File: config.mk
export PLATFORM = sky130hd
export DESIGN_NAME = otsu_binarizador
export DESIGN_NICKNAME = d
export VERILOG_FILES = /design/src/rtl/otsu_binarizador.sv
export SDC_FILE = /design/constraint.sdc
export NUM_CORES = 1
export LEC_CHECK = 0
export BUFFER_PORTS_ARGS = -buffer_cell sky130_fd_sc_hd__buf_2
export CAP_MARGIN = 20
export CORE_MARGIN = 1.5
export CORE_UTILIZATION = 35
export CTS_CLUSTER_SIZE = 16
export DETAILED_ROUTE_END_ITERATION = 10
export HOLD_SLACK_MARGIN = 0.08
export SETUP_SLACK_MARGIN = 0.4
export SLEW_MARGIN = 20
export SYNTH_ARGS = -nofsm -noshare
export SYNTH_HDL_FRONTEND = slang
export SYNTH_SLANG_ARGS = --single-unit
File: constraint.sdc
create_clock -name iClk -period 4.9 [get_ports iClk]
set_input_delay 0.98 -clock iClk [delete_from_list [all_inputs] [get_ports iClk]]
set_output_delay 0.98 -clock iClk [all_outputs]
set_load 0.05 [all_outputs]
File: src/rtl/otsu_binarizador.sv
// Per-pixel binarizer downstream of the Otsu threshold block: holds a per-frame
// threshold updated at VS fall and counts foreground pixels per frame.
module otsu_binarizador #(
    parameter int PIX_W        = 8,
    parameter int CNT_W        = 19,
    parameter int SMOOTH_SHIFT = 2,
    parameter int INVERT       = 0,
    parameter int INIT_LEVEL   = 128
) (
    input  logic             iClk,
    input  logic             reset,
    input  logic             VS,
    input  logic             VGA_Read,
    input  logic [PIX_W-1:0] Valor_Pixel,
    input  logic [PIX_W-1:0] Level,
    output logic [PIX_W-1:0] oPixel,
    output logic             oValid,
    output logic [PIX_W-1:0] Limiar_Atual,
    output logic [CNT_W-1:0] Contagem_Frente,
    output logic             frame_done
);

    logic                    vs_q, vs_d;
    logic [PIX_W-1:0]        p1_q, p1_d;
    logic [1:0]              vld_pipe_q, vld_pipe_d;
    logic [PIX_W-1:0]        pix_q, pix_d;
    logic [PIX_W-1:0]        thr_q, thr_d;
    logic [CNT_W-1:0]        cnt_q, cnt_d;
    logic [CNT_W-1:0]        cont_q, cont_d;
    logic                    fd_q, fd_d;

    logic                    vs_fall, fg, out_fg, inc;
    logic signed [PIX_W+1:0] diff, step, thr_sum;
    logic [PIX_W-1:0]        thr_next;
    logic [CNT_W-1:0]        cnt_inc;

    always_comb begin
        vs_fall  = vs_q & ~VS;
        fg       = p1_q > thr_q;
        out_fg   = fg ^ (INVERT != 0);
        inc      = vld_pipe_q[0] & fg;

        // Two guard bits keep Level - thr and the running sum exact in signed form.
        diff     = $signed({2'b00, Level}) - $signed({2'b00, thr_q});
        step     = diff >>> SMOOTH_SHIFT;
        thr_sum  = $signed({2'b00, thr_q}) + step;
        thr_next = (SMOOTH_SHIFT == 0) ? Level : PIX_W'(thr_sum);

        cnt_inc  = (&cnt_q) ? cnt_q : cnt_q + CNT_W'(inc);

        vs_d       = VS;
        p1_d       = Valor_Pixel;
        vld_pipe_d = {vld_pipe_q[0], VGA_Read};
        pix_d      = pix_q;
        thr_d      = thr_q;
        cnt_d      = cnt_inc;
        cont_d     = cont_q;
        fd_d       = vs_fall;

        if (vld_pipe_q[0])
            pix_d = out_fg ? '1 : '0;

        // The stage-2 pixel in the boundary cycle still belongs to the closing frame.
        if (vs_fall) begin
            thr_d  = thr_next;
            cont_d = cnt_inc;
            cnt_d  = '0;
        end
    end

    always_ff @(posedge iClk) begin
        if (reset) begin
            vs_q       <= 1'b0;
            p1_q       <= '0;
            vld_pipe_q <= '0;
            pix_q      <= '0;
            thr_q      <= PIX_W'(INIT_LEVEL);
            cnt_q      <= '0;
            cont_q     <= '0;
            fd_q       <= 1'b0;
        end else begin
            vs_q       <= vs_d;
            p1_q       <= p1_d;
            vld_pipe_q <= vld_pipe_d;
            pix_q      <= pix_d;
            thr_q      <= thr_d;
            cnt_q      <= cnt_d;
            cont_q     <= cont_d;
            fd_q       <= fd_d;
        end
    end

    assign oPixel          = pix_q;
    assign oValid          = vld_pipe_q[1];
    assign Limiar_Atual    = thr_q;
    assign Contagem_Frente = cont_q;
    assign frame_done      = fd_q;

endmodule

* After elaboration in Yosys (flattened, before gate mapping) *
Index checks and enable logic that the tools add are counted.
Widths: inputs -> output; s select.

word-level totals
  bits in registers = 66
  word-level logic and storage cells = 19
  input port bits = 20
  output and inout bits = 37

operators by class
  order comparisons = 1
  add/subtract/negate cells = 3
  reductions and logical operators = 2
  muxes and demuxes = 2
  bitwise operators = 3

operator list
  cell               count
  $add 19x1->19      1
  $mux 19            1
  $reduce_and 19->1  1
  $sub 8x8->9        1
  $add 8x7->8        1
  $gt 8x8->1         1
  $mux 8             1
  $and 1x1->1        2
  $reduce_or 2->1    1
  $not 1->1          1

* Longest topological paths before layout *
  depth after elaboration = 4
  depth in mapped cells = 17
  gate-level depth less buffers = 16

* Worst setup path before layout *
Ideal clock, no wire load.

  path kind = input-to-reg
  start point = input port Level[1]
  end point = register thr_q[7] (netlist: Limiar_Atual[7])
  arrival time = 3.363 ns
  path buffers = 0
  setup time = 0.072 ns
  required time = 4.828 ns
  stages on the path = 13
  setup slack = 1.465 ns
  path through = ha_1 > a21oi_1 > a21oi_1 > a21o_1 > a221oi_1 > xnor2_1 > ha_1 > o21a_1 > o21a_1 > o22ai_1 > nand2_1 > mux2i_1 > mux2i_1

between the ends
  cells in the longest elaborated chain, start to end = 2

ends and longest elaborated chain
  element                 line  RTL
  start: declaration      15    input logic [PIX_W-1:0] Level,
  $sub 8x8->9             44    diff = $signed({2'b00, Level}) - $signed({2'b00, thr_q});
  $add 8x7->8             46    thr_sum = $signed({2'b00, thr_q}) + step;
  end signal: assignment  77    thr_q <= PIX_W'(INIT_LEVEL);
  end signal: assignment  86    thr_q <= thr_d;
  end: declaration        27    logic [PIX_W-1:0] thr_q, thr_d;

No other way between the ends.
A chain may end at the register's enable or synchronous reset.

* Worst setup path in the final report *
Ends and elaborated chain as after synthesis.

==> impl_metrics.json <==
{
  "grt_pass1_vias": 2058,
  "area_growth_pct": 16.3,
  "cts_root_buffer": "clkbuf_8",
  "yosysUniqueCellTypes": 45,
  "synth.yosys.seq_area_share_pct": 39.8,
  "final_common_cell": "dfxtp_1",
  "drc": 0,
  "yosys_warnings": 0,
  "drt_iter0_markers": 105,
  "vdd_drop_max_mv": 0.190,
  "ys_ff_latch": 59,
  "synth_area_um2": 2970,
  "viasPerCell": 4.88,
  "post-route-worst-setup-slack_ns": 1.49,
  "crit_path_top_delay_cell": "a221oi_1",
  "skew_ns": 0.00760,
  "place.gp.congestion": 0.790,
  "post_cts_resized": 0,
  "core_um2": 8220,
  "fp.dieH_um": 95.1,
  "hold_slack_ns": 0.470,
  "setup_tns_ns": 0,
  "slew_headroom_pct": 46.8,
  "finalHoldViolCount": 0,
  "htreeDepth": 3,
  "path_class": "in2reg",
  "drive_gt1_share_pct": 20.4,
  "pwr_density_cell_nw_per_um2": 328,
  "met2_usage_pct": 21.4,
  "antenna_found_initial": 0,
  "ant_nets": 0,
  "ios": 57,
  "port_buffers": 56,
  "die_x_um": 95.1,
  "worst_path_largest_cell_delay_ns": 0.32,
  "grt_overflow": 0,
  "antenna_cells": 0,
  "syn_area_per_cell_um2": 8.84,
  "start_util_pct": 36.2,
  "cp-end-kind": "register",
  "wirelength_um": 6080,
  "r2r_cells": 16,
  "hold_depth": 2,
  "drt_pass1_iterations": 4,
  "status": "complete, no violations",
  "synthCells": 336,
  "post-route-period-util_pct": 69.6,
  "seq_area_um2": 1180,
  "track_usage_pct": 14.1,
  "final_cell_mix": "dfxtp_1 (59), buf_2 (56), nor2_1 (49)",
  "crit_cells": 14,
  "hpwl_um": 4500,
  "busiest_layer": "met2",
  "cts_sinks": 59,
  "multi_input_area_um2": 1630,
  "ys_async_sr_fraction_pct": 0,
  "cp.required_ns": 5.16,
  "grt_max_degree": 45,
  "grt_pass1_wl_um": 9750,
  "slew_viol_final": 0,
  "gr-usage-met1_pct": 19.0,
  "crit_path_cell_trace": "buf_2 -> ha_1 -> a21oi_1 -> a21oi_1 -> a21o_1 -> a221oi_1 -> xnor2_1 -> ha_1 -> o21a_1 -> o21a_1 -> o22ai_1 -> nand2_1 -> mux2i_1 -> mux2i_1",
  "synthFlopType": "dfxtp_1",
  "wire_per_inst_um": 12.4,
  "rows": 33,
  "crit_path_max_fanout": 3,
  "vias": 2402,
  "utilization_pct": 42.0,
  "cap_violations": 0,
  "post_cts_buffers": 0,
  "cp.arrival_ns": 3.67,
  "cp_num_buf_inv": 1,
  "cp_top_family": "compound AO/OA/AOI/OAI gates",
  "fp.dieArea_um2": 9050,
  "setup_violations": 0,
  "fmax_mhz": 293,
  "cts_tree": "built",
  "power_mw": 1.13,
  "grtUsageMet3_pct": 3.91,
  "cts_buffer_depth": 2,
  "clock_latency_ns": 0.33,
  "clk_pin_slew_worst_paths_ns": 0.06,
  "p_leak_nw": 1.50,
  "hold_path_class": "reg2reg",
  "fin_nets": 427,
  "numCtsBuffers": 9,
  "min_period_ns": 3.41,
  "synth-edff-count": 0,
  "rsz0062_at_grt": "no",
  "syn-num-nets": 381,
  "dpl_worst_slack_ns": 1.16,
  "nFillCells": 848,
  "ctsHoldBuffers": 0,
  "worst_pin_slew_ns": 0.798,
  "crit_path_start_kind": "input port"
}
-- metrics by stage --
stage                     area, µm²  cells
final                          3450    492
after CTS                      3450    492
after global routing           3450    492
after detailed placement       3280    476
after global placement         3280    476
after floorplan                2970    336
-- tightest hold or removal path, stage by stage, from the launching register on --
cell     delay, ns
dfxtp_1       0.31
nand2_1       0.05
a21oi_1       0.06
-- Yosys cell counts (all sizes together), types with 7 or more instances --
library cell	n	share of area, %
dfxtp	59	40
nor2	49	6.2
ha	24	10
nand2	23	2.9
a21oi	17	2.9
a211oi	16	4.0
nor2b	15	3.2
xnor2	13	3.8
inv	12	1.5
buf	11	2.5
clkbuf	11	1.4
o21ai	10	1.7
xor2	10	2.9
nand3	8	1.3
nand4	7	1.5
-- logic make-up (layout without fill, tap and decap cells) --
| kind of cell | count (synthesis) | in the layout | share of synthesized area, % |
|---|---|---|---|
| and+or+nand+nor | 129 | 129 | 22.3 |
| adders and majority gates | 25 | 25 | 10.8 |
| AOI/OAI and AO/OA | 62 | 62 | 13.6 |
| buffers and inverters | 34 | 85 | 5.43 |
| xor gates and xnor gates | 23 | 23 | 6.78 |
| DFF | 59 | 59 | 39.8 |
| muxes | 4 | 4 | 1.35 |
-- layout make-up --
class | instances | area share, %
Inverter | 12 | 1.30
Clock buffer | 11 | 4.38
Sequential cell | 59 | 34.2
Multi-Input combinational cell | 243 | 47.2
Clock inverter | 5 | 0.797
Timing Repair Buffer | 57 | 8.33
Tap cell | 105 | 3.80
-- flip-flops by register name, summed over array words and instances, names as in the netlist --
name             flops
frame_done           1
cnt_q               19
Contagem_Frente     19
p1_q                 8
oPixel               1
vs_q                 1
Limiar_Atual         8
vld_pipe_q           2
-- final timing paths --
check / from / endpoint / slack, ns
max: Level[1] / Limiar_Atual[7] / 1.49
min: Contagem_Frente[2] / Contagem_Frente[2] / 0.47
max reg2reg: Limiar_Atual[1] / Contagem_Frente[12] / 1.61
min reg2reg: Contagem_Frente[2] / Contagem_Frente[2] / 0.47
-- per-layer routing --
metal / vias to the layer above / part of all wire [%]
met2: 40 / 45
met4: 0 / 1.2
met3: 7 / 4.9
li1: 1249 / -
met1: 1106 / 48
met5: - / 0
-- power breakdown --
| group | leakage, nW | switching [mW] | internal (mW) |
|---|---|---|---|
| logic | 0.924 | 0.146 | 0.0854 |
| registers | 0.481 | 0.0104 | 0.496 |
| clock network | 0.0949 | 0.186 | 0.207 |
Power figures use the tool's default switching activity.
